--- src/rtl/alu_pkg.sv ---
// alu_pkg: opcode encoding and shared constants for the pipelined ALU.
// Imported by alu_core and alu_pipe.
package alu_pkg;

  typedef enum logic [3:0] {
    OP_SEL   = 4'd0,
    OP_INC   = 4'd1,
    OP_DEC   = 4'd2,
    OP_ADD   = 4'd3,
    OP_ADD_C = 4'd4,
    OP_SUB   = 4'd5,
    OP_SUB_B = 4'd6,
    OP_AND   = 4'd7,
    OP_OR    = 4'd8,
    OP_XOR   = 4'd9,
    OP_SHL   = 4'd10,
    OP_SHR   = 4'd11,
    OP_ROL   = 4'd12,
    OP_ROR   = 4'd13
  } opcode_e;

  // Opcodes at or above this value are illegal.
  localparam logic [3:0] OP_ILLEGAL_MIN = 4'd14;

endpackage

--- src/rtl/alu_core.sv ---
// alu_core: combinational ALU datapath (a, b, ctl, cf in; result, carry, err out).
// carry is also the next carry-flag value; illegal opcodes pass cf through.
module alu_core
  import alu_pkg::*;
#(
  parameter int WIDTH = 8
) (
  input  logic [WIDTH-1:0] a,
  input  logic [WIDTH-1:0] b,
  input  logic [3:0]       ctl,
  input  logic             cf,
  output logic [WIDTH-1:0] result,
  output logic             carry,
  output logic             err
);

  logic [WIDTH:0] ax;
  logic [WIDTH:0] bx;
  logic [WIDTH:0] cx;
  logic [WIDTH:0] one;
  logic [WIDTH:0] sum;

  assign ax  = {1'b0, a};
  assign bx  = {1'b0, b};
  assign cx  = {{WIDTH{1'b0}}, cf};
  assign one = {{WIDTH{1'b0}}, 1'b1};

  // Subtractions in WIDTH+1 bits leave the borrow in the top bit.
  always_comb begin
    sum    = '0;
    result = '0;
    carry  = 1'b0;
    err    = 1'b0;
    unique case (ctl)
      OP_SEL: begin
        result = b;
      end
      OP_INC: begin
        sum    = bx + one;
        result = sum[WIDTH-1:0];
        carry  = sum[WIDTH];
      end
      OP_DEC: begin
        sum    = bx - one;
        result = sum[WIDTH-1:0];
        carry  = sum[WIDTH];
      end
      OP_ADD: begin
        sum    = ax + bx;
        result = sum[WIDTH-1:0];
        carry  = sum[WIDTH];
      end
      OP_ADD_C: begin
        sum    = ax + bx + cx;
        result = sum[WIDTH-1:0];
        carry  = sum[WIDTH];
      end
      OP_SUB: begin
        sum    = ax - bx;
        result = sum[WIDTH-1:0];
        carry  = sum[WIDTH];
      end
      OP_SUB_B: begin
        sum    = ax - bx - cx;
        result = sum[WIDTH-1:0];
        carry  = sum[WIDTH];
      end
      OP_AND: begin
        result = a & b;
      end
      OP_OR: begin
        result = a | b;
      end
      OP_XOR: begin
        result = a ^ b;
      end
      OP_SHL: begin
        result = {a[WIDTH-2:0], 1'b0};
        carry  = a[WIDTH-1];
      end
      OP_SHR: begin
        result = {1'b0, a[WIDTH-1:1]};
        carry  = a[0];
      end
      OP_ROL: begin
        result = {a[WIDTH-2:0], cf};
        carry  = a[WIDTH-1];
      end
      OP_ROR: begin
        result = {cf, a[WIDTH-1:1]};
        carry  = a[0];
      end
      default: begin
        // Illegal: zero result, flag preserved.
        result = '0;
        carry  = cf;
        err    = 1'b1;
      end
    endcase
  end

endmodule

--- src/rtl/alu_pipe.sv ---
// alu_pipe: two-stage valid/ready ALU pipeline with internal carry flag.
// Ports: clk, reset (async low), in_valid/in_ready/a/b/ctl, out_valid/out_ready/alu/carry/zero/err.
module alu_pipe
  import alu_pkg::*;
#(
  parameter int WIDTH = 8
) (
  input  logic             clk,
  input  logic             reset,
  input  logic             in_valid,
  output logic             in_ready,
  input  logic [WIDTH-1:0] a,
  input  logic [WIDTH-1:0] b,
  input  logic [3:0]       ctl,
  output logic             out_valid,
  input  logic             out_ready,
  output logic [WIDTH-1:0] alu,
  output logic             carry,
  output logic             zero,
  output logic             err
);

  logic             s1_valid;
  logic [WIDTH-1:0] s1_a;
  logic [WIDTH-1:0] s1_b;
  logic [3:0]       s1_ctl;

  logic             s2_valid;
  logic [WIDTH-1:0] alu_q;
  logic             carry_q;
  logic             zero_q;
  logic             err_q;
  logic             cf_q;

  logic             s2_free;
  logic [WIDTH-1:0] core_res;
  logic             core_carry;
  logic             core_err;

  assign s2_free  = !s2_valid || out_ready;
  assign in_ready = !s1_valid || s2_free;

  alu_core #(
    .WIDTH (WIDTH)
  ) u_core (
    .a      (s1_a),
    .b      (s1_b),
    .ctl    (s1_ctl),
    .cf     (cf_q),
    .result (core_res),
    .carry  (core_carry),
    .err    (core_err)
  );

  always_ff @(posedge clk or negedge reset) begin
    if (!reset) begin
      s1_valid <= 1'b0;
    end else if (in_ready) begin
      s1_valid <= in_valid;
    end
  end

  // Operand registers carry no reset; s1_valid qualifies them.
  always_ff @(posedge clk) begin
    if (in_valid && in_ready) begin
      s1_a   <= a;
      s1_b   <= b;
      s1_ctl <= ctl;
    end
  end

  // cf moves with the op entering S2, so the next op in S1 sees it.
  always_ff @(posedge clk or negedge reset) begin
    if (!reset) begin
      s2_valid <= 1'b0;
      alu_q    <= '0;
      carry_q  <= 1'b0;
      zero_q   <= 1'b0;
      err_q    <= 1'b0;
      cf_q     <= 1'b0;
    end else if (s2_free) begin
      s2_valid <= s1_valid;
      if (s1_valid) begin
        alu_q   <= core_res;
        carry_q <= core_carry;
        zero_q  <= (core_res == '0);
        err_q   <= core_err;
        cf_q    <= core_carry;
      end
    end
  end

  assign out_valid = s2_valid;
  assign alu       = alu_q;
  assign carry     = carry_q;
  assign zero      = zero_q;
  assign err       = err_q;

endmodule

--- config.mk ---
export PLATFORM = sky130hd
export DESIGN_NAME = alu_pipe
export DESIGN_NICKNAME = d
export VERILOG_FILES = /design/src/rtl/alu_pkg.sv /design/src/rtl/alu_core.sv /design/src/rtl/alu_pipe.sv
export SDC_FILE = /design/constraint.sdc
export NUM_CORES = 1
export LEC_CHECK = 0
export ABC_AREA = 1
export CAP_MARGIN = 5
export CELL_PAD_IN_SITES_DETAIL_PLACEMENT = 1
export CELL_PAD_IN_SITES_GLOBAL_PLACEMENT = 1
export CORE_ASPECT_RATIO = 0.75
export CORE_MARGIN = 4
export CORE_UTILIZATION = 37
export DETAILED_ROUTE_END_ITERATION = 12
export PLACE_DENSITY_LB_ADDON = 0.1
export SYNTH_ARGS = -nofsm -noshare
export SYNTH_HDL_FRONTEND = slang
export SYNTH_SLANG_ARGS = --single-unit
--- constraint.sdc ---
create_clock -name clk -period 2.2 [get_ports clk]
set_input_delay 0.44 -clock clk [delete_from_list [all_inputs] [get_ports clk]]
set_output_delay 0.44 -clock clk [all_outputs]
set_load 0.03 [all_outputs]
=== Word level (Yosys, flattened, before mapping) ===
Cells that the tools add are included.

* $add $sub $neg: 6
* Equal/unequal tests: 13
* Muxes and demuxes: 3
* Bitwise logic cells: 3
* Reductions and logical operators: 14

{| class="wikitable"
|+ Operators with widths
! operator !! count
|-
| $pmux W8 S14 || 1
|-
| $eq A4 B4 Y1 const B || 6
|-
| $eq A4 B3 Y1 const B || 4
|-
| $reduce_or A14 Y1 || 1
|-
| $add A8 B1 Y9 const B || 1
|-
| $add A8 B8 Y9 || 1
|-
| $add A9 B1 Y9 || 1
|-
| $pmux W1 S9 || 1
|-
| $reduce_bool A9 Y1 || 1
|-
| $sub A8 B1 Y9 const B || 1
|-
| $sub A8 B8 Y9 || 1
|-
| $sub A9 B1 Y9 || 1
|-
| $and A8 B8 Y8 || 1
|-
| $eq A4 B2 Y1 const B || 2
|-
| $logic_not A8 Y1 || 1
|-
| $or A8 B8 Y8 || 1
|-
| $xor A8 B8 Y8 || 1
|-
| $eq A4 B1 Y1 const B || 1
|-
| $logic_not A4 Y1 || 1
|-
| $reduce_or A2 Y1 || 2
|-
| $reduce_or A4 Y1 || 1
|-
| $reduce_and A3 Y1 || 1
|-
| $logic_not A1 Y1 || 2
|-
| $logic_or A1 B1 Y1 || 2
|-
| other kinds (3) || 3
|}

* Register bits after elaboration: 33
* Input port bits: 24
* Output and inout bits: 13
* Logic and storage cells: 48

=== Longest topological paths before layout ===
Gate-level depths: netlist (run 1).

* Depth in word-level cells: 4
* Depth in mapped cells: 20
* Depth with buffers taken out: 20

=== Modules after synthesis ===
Synthesis (run 1) repeated with hierarchy kept, for this count alone.

* Cells, all modules: 502
* Area, all modules: 3,429.5 sq um

{| class="wikitable"
|+ By module, submodules not included
! module !! times used !! cells each !! area an instance (sq um) !! sequential area each (sq um)
|-
| alu_core || 1 || 418 || 2,294.7 || 0.0
|-
| alu_pipe || 1 || 84 || 1,134.8 || 925.9
|}

=== Worst setup path after synthesis (run 1) ===
No wires, ideal clock.

* Kind: register -> register
* Start: reg s1_b[0]
* End: reg zero_q (netlist: zero)
* Library setup time: 65 ps
* Arrival time: 2,259 ps
* Required time: 2,135 ps
* Setup slack: -125 ps
* Stages on the path, launching flop included: 17
* Path buffers: 0
* Period minus slack after synthesis: 2,325 ps
* Cells stage by stage: edfxtp_1 ha_1 fa_1 ha_1 nand3_1 nand2_1 inv_1 nand2_1 nor2_1 nand2_1 nor2_1 nand2_1 nor2_1 nand2_1 nor2_1 nand3_1 nand2_1

* Cells in the longest elaborated chain, start to end: 4
* Elaborated cells between the ends (all ways): 11
* Those cells by class: add/sub (6); mux (1); bitwise (3); reduce/logical (1)

{| class="wikitable"
|+ RTL lines
! what !! line !! source
|-
| start: declaration || alu_pipe.sv:25 || <nowiki>logic [WIDTH-1:0] s1_b;</nowiki>
|-
| start signal: assignment || alu_pipe.sv:67 || <nowiki>s1_b <= b;</nowiki>
|-
| $sub A8 B8 Y9 / $add A8 B8 Y9 (equally long branches) || - ||
|-
| $sub A9 B1 Y9 / $add A9 B1 Y9 (equally long branches) || alu_core.sv:64, alu_core.sv:54 ||
|-
| $pmux W8 S14 (*) || alu_core.sv:34 || <nowiki>unique case (ctl)</nowiki>
|-
| $logic_not A8 Y1 (*) || alu_pipe.sv:86 || <nowiki>zero_q <= (core_res == '0);</nowiki>
|-
| end signal: assignment || alu_pipe.sv:86 ||
|-
| end: declaration || alu_pipe.sv:31 || <nowiki>logic zero_q;</nowiki>
|}

Mark *: on every way between the ends. The rest lies on a longest branch, timed or not.
A chain may end at the register's enable or synchronous reset.

=== Worst setup path after layout (run 1) ===
Ends and elaborated chain as after synthesis.

==> results of run 1 <==
## worst paths after layout
check / slack, ps / cells after the start / end / startpoint
setup / recovery: -400 / 19 / zero / s1_b[0]
hold / removal: 480 / 2 / alu[5] / alu[5]
setup reg to reg: -400 / 19 / zero / s1_b[0]
hold reg to reg: 480 / 2 / alu[5] / alu[5]
max in group asynchronous: 1250 / 1 / err / reset
min in group asynchronous: 550 / 1 / alu[7] / reset
## through the flow
step / area (um2) / setup slack (ps)
after floorplan: 3590 / -93.5
after global placement: 4700 / -256
after detailed placement: 4700 / -356
after CTS: 5040 / -306
after global routing: 5330 / -619
final: 5330 / -397
## sequential cells by signal (all words and copies together), names as in the netlist
register / flops
s1_ctl: 4
s1_valid: 1
zero: 1
s1_a: 8
cf_q: 1
alu: 8
s1_b: 8
out_valid: 1
err: 1
## layout make-up
cell class	count	area (um2)
Fill cell	1238	3910
Multi-Input combinational cell	470	2660
Timing Repair Buffer	133	1110
Sequential cell	33	926
Inverter	80	305
Tap cell	128	160
Clock buffer	6	129
Clock inverter	2	33.8
## critical path, stage by stage, from the launching register on
cell and delay [ps]:
edfxtp_1 480, ha_4 170, inv_2 40, fa_2 530, inv_2 60, ha_4 250
inv_2 30, nand2_1 60, nand2_1 70, inv_2 50, nand2_1 40, nor2_1 110
nand2_1 100, nor2_1 130, nand2_1 80, nor2_2 80, nand2_1 50, nor2_1 90
nand3_1 80, nand2_1 60
## layout by cell type (no fill, tap or decap), types with 6 or more instances in the layout
master	n
nor2_1	62
nand2_1	194
a21oi_1	10
inv_2	11
nand2_2	21
nand4_1	12
ha_4	9
nor2_4	6
buf_4	93
clkdlybuf4s50_1	35
o21ai_0	18
dfrtp_1	13
ha_1	17
nand3_1	62
nor2_2	15
edfxtp_1	20
nand3_2	11
inv_1	67
## logic make-up (layout without fill, tap and decap cells)
logic type / after synthesis / count (layout) / synth area share, %
fa+ha+maj: 32 / 32 / 11.6
simple gates: 398 / 398 / 46.9
flops: 33 / 33 / 25.8
buf+inv: 88 / 221 / 9.70
compound gates: 40 / 40 / 6.00
## per-layer routing
metal | global-route usage, % | wire length (um) | vias to the layer above
met1 | 38.3 | 7030 | 2147
met4 | 5.69 | 228 | 0
met2 | 44.2 | 7290 | 154
li1 | - | - | 2145
met3 | 5.02 | 1120 | 23
met5 | 0 | 0 | -
## repair_timing
action,4_1_cts,5_1_grt
pin swaps,7,17
endpoints found under the setup margin,8,9
cloned,0,0
resized for setup,40,61
endpoints found under the hold margin,0,0
setup buffers,5,8
## report_power, final
group	internal, W	leakage [nW]	switching (W)	total (W)
Sequential	0.000757	0.353	0.0000717	0.000829
Combinational	0.000695	2.24	0.00101	0.00170
Clock	0.000531	0.0785	0.000277	0.000808
==> impl_metrics.env, run 1 <==
export IMPL_status="finished with violations"
export IMPL_violations="negative setup slack"
export IMPL_max_freq_ghz=0.385
export IMPL_rows=30
export IMPL_required_ps=2420
export IMPL_period_needed_ps=2600
export IMPL_ir_drop_mv=0.332
export IMPL_ys_ff_latch=33
export IMPL_grt_use_total_pct=27.4
export IMPL_tns_ps=-1690
export IMPL_slew_limit_headroom_pct=51.9
export IMPL_clock_path_buffers=2
export IMPL_startpoint_type="register"
export IMPL_tightest_slew_ps=718
export IMPL_grt_setup_unrepaired="true"
export IMPL_cts_tree="yes"
export IMPL_power_density_nw_per_um2=627
export IMPL_ys_async_sr_fraction_pct=39.4
export IMPL_gp_congestion=0.948
export IMPL_dieArea_um2=11400
export IMPL_die_x_um=122
export IMPL_synth_distinct_cells=30
export IMPL_cp_max_fo=3
export IMPL_synth_area_leaders="nand2_1 (22%), edfxtp_1 (17%), nand3_1 (11%)"
export IMPL_dp_cells=831
export IMPL_crit_arrival_ps=2820
export IMPL_hp_class="reg -> reg"
export IMPL_die_height_um=93.3
export IMPL_ctsHtreeMaxLevel=2
export IMPL_avgSynthCellArea_um2=6.07
export IMPL_synth_edf_count=20
export IMPL_syn_inst=591
export IMPL_cts_inserted_buffers=5
export IMPL_yosysMostFrequentCell="nand2_1"
export IMPL_clk_latency_ps=280
export IMPL_synth_top_area_share_pct=22.4
export IMPL_synthesis_nets=647
export IMPL_fin_ws_ps=-397
export IMPL_hold_slack_ps=479
export IMPL_antenna_found_initial=0
export IMPL_drt_total_wl_um=15700
export IMPL_clk_pin_slew_ps=60
export IMPL_syn_area_um2=3590
export IMPL_skew_ps=2.34
export IMPL_synth_ff_type="edfxtp_1"
export IMPL_cts_sinks=33
export IMPL_leakage_nw=2.67
export IMPL_maxCapViolCount=0
export IMPL_overflow=0
export IMPL_num_io_pins=37
export IMPL_synth_top_cells_by_count="nand2_1 (214), inv_1 (79), nor2_1 (77)"
export IMPL_postRouteAntennaNets=0
export IMPL_grt_max_degree=21
export IMPL_stdcell_count=852
export IMPL_drcViolationCount=0
export IMPL_grt_pass1_vias=4595
export IMPL_wl_per_cell_um=18.4
export IMPL_path_class="reg -> reg"
export IMPL_setup_viol=9
export IMPL_first_pass_iters=5
export IMPL_antenna_cells=0
export IMPL_layout_nets=779
export IMPL_hpwl_um=12200
export IMPL_drive_gt1_share_pct=26.8
export IMPL_start_util_pct=38.8
export IMPL_post_route_util_pct=57.7
export IMPL_ys_warn_count=0
export IMPL_yosysTopAreaCell="nand2_1"
export IMPL_drv_slew=0
export IMPL_syn_to_final_growth_pct=48.4
export IMPL_core_area_um2=9230
export IMPL_drt_vias_per_instance=5.25
export IMPL_dr_total_vias=4469
export IMPL_clock_root_buffer="clkbuf_16"
export IMPL_min_period_over_period_pct=118
export IMPL_io_buffers=36
export IMPL_synth_seq_area_share_pct=25.8
export IMPL_drtIter0Drc=303
export IMPL_grt_pass1_wl_um=24100
export IMPL_end_kind="register"
export IMPL_cts_hold_buf=0
export IMPL_hold_viol_final=0
export IMPL_total_power_w=0.00334
No activity file was read; power rests on OpenSTA's default activity.
==> inputs of run 2 (changes only) <==
CTS_CLUSTER_SIZE = 12   (was unset)
==> results of run 2 <==
Same layout as run 1: the final DEF is identical, and so are final timing and power.
==> inputs of run 3 (changes only) <==
CAP_MARGIN = 20   (was 5)
GPL_ROUTABILITY_DRIVEN = 0   (was unset)
==> run 3 against run 2 <==
Against the previous run: the flow still finishes with violations (negative setup slack); clock power rose by 0.9%; sequential power rose by 0.7%; first-iteration DRC count rose by 33%; maximum frequency fell by 11%; combinational power rose by 5%; sequential share of layout area rose by 0.27 points; clock skew rose by 3.1 ps; register-to-register slack got worse by 330 ps; critical path type unchanged; largest cell class unchanged; highest routed layer is now met5.
==> impl_metrics.env, run 3 (synthesized netlist as in run 1, its figures left out) <==
export IMPL_tns_ps=-3660
export IMPL_required_ps=2420
export IMPL_pre_cts_slack_ps=-454
export IMPL_wl_per_cell_um=20.6
export IMPL_die_height_um=93.3
export IMPL_overflow=0
export IMPL_core_area_um2=9230
export IMPL_slew_limit_headroom_pct=53.0
export IMPL_setup_viol=9
export IMPL_cp_num_cells=17
export IMPL_cp_common_cell="nand2_1"
export IMPL_layout_commonest_cell="nand2_1"
export IMPL_start_util_pct=38.8
export IMPL_ctsHtreeMaxLevel=2
export IMPL_drt_vias_per_instance=5.59
export IMPL_cts_sinks=33
export IMPL_dr_total_vias=4715
export IMPL_reg2reg_setup_slack_ps=-730
export IMPL_maxCapViolCount=0
export IMPL_power_density_nw_per_um2=656
export IMPL_dieArea_um2=11400
export IMPL_clk_pin_slew_ps=60
export IMPL_crit_chain="buf_4 > ha_4 > fa_2 > ha_1 > nand3_1 > nand2_1 > inv_1 > nand2_1 > nor2_1 > nand2_1 > nor2_1 > nand2_1 > nor2_1 > nand2_1 > nor2_1 > nand3_1 > nand2_1"
export IMPL_drt_total_wl_um=17400
export IMPL_max_freq_ghz=0.341
export IMPL_antenna_cells=0
export IMPL_worst_r2r_path_depth=17
export IMPL_die_x_um=122
export IMPL_clk_latency_ps=290
export IMPL_crit_arrival_ps=3150
export IMPL_final_cell_mix="nand2_1 (191), buf_4 (86), inv_1 (70)"
export IMPL_skew_ps=5.47
export IMPL_crit_family="simple AND/OR/NAND/NOR gates"
export IMPL_violations="negative setup slack"
export IMPL_fin_ws_ps=-731
export IMPL_ir_drop_mv=0.313
export IMPL_max_stage_delay_ps=570
export IMPL_syn_to_final_growth_pct=46.2
export IMPL_grt_pass1_vias=4794
export IMPL_hpwl_um=12100
export IMPL_num_io_pins=37
export IMPL_antenna_found_initial=1
export IMPL_postRouteAntennaNets=0
export IMPL_grt_setup_unrepaired="true"
export IMPL_layout_nets=772
export IMPL_leakage_nw=2.64
export IMPL_rows=30
export IMPL_startpoint_type="register"
export IMPL_critPathSlowestCell="fa_2"
export IMPL_status="finished with violations"
export IMPL_clock_path_buffers=2
export IMPL_min_period_over_period_pct=133
export IMPL_cts_tree="yes"
export IMPL_tightest_slew_ps=703
export IMPL_min_path_cells=2
export IMPL_grt_use_total_pct=29.2
export IMPL_drive_gt1_share_pct=25.0
export IMPL_fill_cells=1245
export IMPL_cts_inserted_buffers=5
export IMPL_clock_root_buffer="clkbuf_16"
export IMPL_path_class="reg -> reg"
export IMPL_cts_hold_buf=0
export IMPL_grt_pass1_wl_um=25600
export IMPL_io_buffers=36
export IMPL_drtIter0Drc=404
export IMPL_cp_num_buf_inv=2
export IMPL_cp_max_fo=3
export IMPL_period_needed_ps=2930
export IMPL_first_pass_iters=4
export IMPL_hold_viol_final=0
export IMPL_hp_class="reg -> reg"
export IMPL_drv_slew=0
export IMPL_end_kind="register"
export IMPL_drcViolationCount=0
export IMPL_grt_max_degree=21
## run 3: changes by cell type in the layout (fill, tap and decap cells not counted), moves of 3 or more
cell / previous run / this run
nand2_1: 194 / 191
buf_4: 93 / 86
ha_1: 17 / 23
ha_2: 4 / 0
inv_2: 11 / 7
inv_1: 67 / 70
## run 3: per-stage QoR
stage / std cells / cell area [um2] / hold WS [ps] / utilization (%) / total power (W)
floorplan: 591 / 3590 / 144 / - / 0.00160
global placement: 822 / 4620 / 464 / 50.1 / 0.00222
detailed placement: 822 / 4620 / 472 / 50.1 / 0.00227
CTS: 840 / 5070 / 487 / 54.9 / 0.00324
global route: 844 / 5240 / 507 / 56.8 / 0.00361
finish: 844 / 5240 / 483 / 56.8 / 0.00344
## run 3: repair_timing
item / CTS / global route
hold endpoints to repair: 0 / 0
pin swaps: 17 / 21
resized for setup: 59 / 42
setup endpoints to repair: 9 / 9
setup buffers: 14 / 8
## run 3: where the power goes
| group | total (W) | switching, W | leakage (nW) | internal [W] |
|---|---|---|---|---|
| Clock | 0.000815 | 0.000289 | 0.0797 | 0.000526 |
| Combinational | 0.00179 | 0.00109 | 2.21 | 0.000702 |
| Sequential | 0.000835 | 0.0000774 | 0.353 | 0.000757 |
## run 3: final timing paths
check | start | endpoint
worst min-delay path | alu[5] | alu[5]
worst min register to register | alu[5] | alu[5]
min in group asynchronous | reset | alu[5]
worst max register to register | s1_b[0] | zero
worst max-delay path | s1_b[0] | zero
max in group asynchronous | reset | s1_valid
## run 3: cell type report
cell class | count | area [um2] | area share (%)
multi-input cells | 470 | 2640 | 50.3
repair buffers | 126 | 1050 | 20.1
flip-flops and latches | 33 | 926 | 17.7
inverters | 80 | 308 | 5.87
well taps | 128 | 160 | 3.05
clock buffers | 5 | 125 | 2.39
clock inverters | 2 | 35.0 | 0.668
## run 3: metal layers
layer  GRT usage, %  vias up  routed length (um)
met5              0        -                  13
met4           9.98        2                 629
met3           7.26       74                1270
met2           48.4      224                8310
met1           37.0     2286                7170
li1               -     2129                   -
## run 3: tightest hold or removal path, stage by stage, from the launching register on
cell	delay (ps)
dfrtp_1	340
nand2_1	50
nand2_1	50
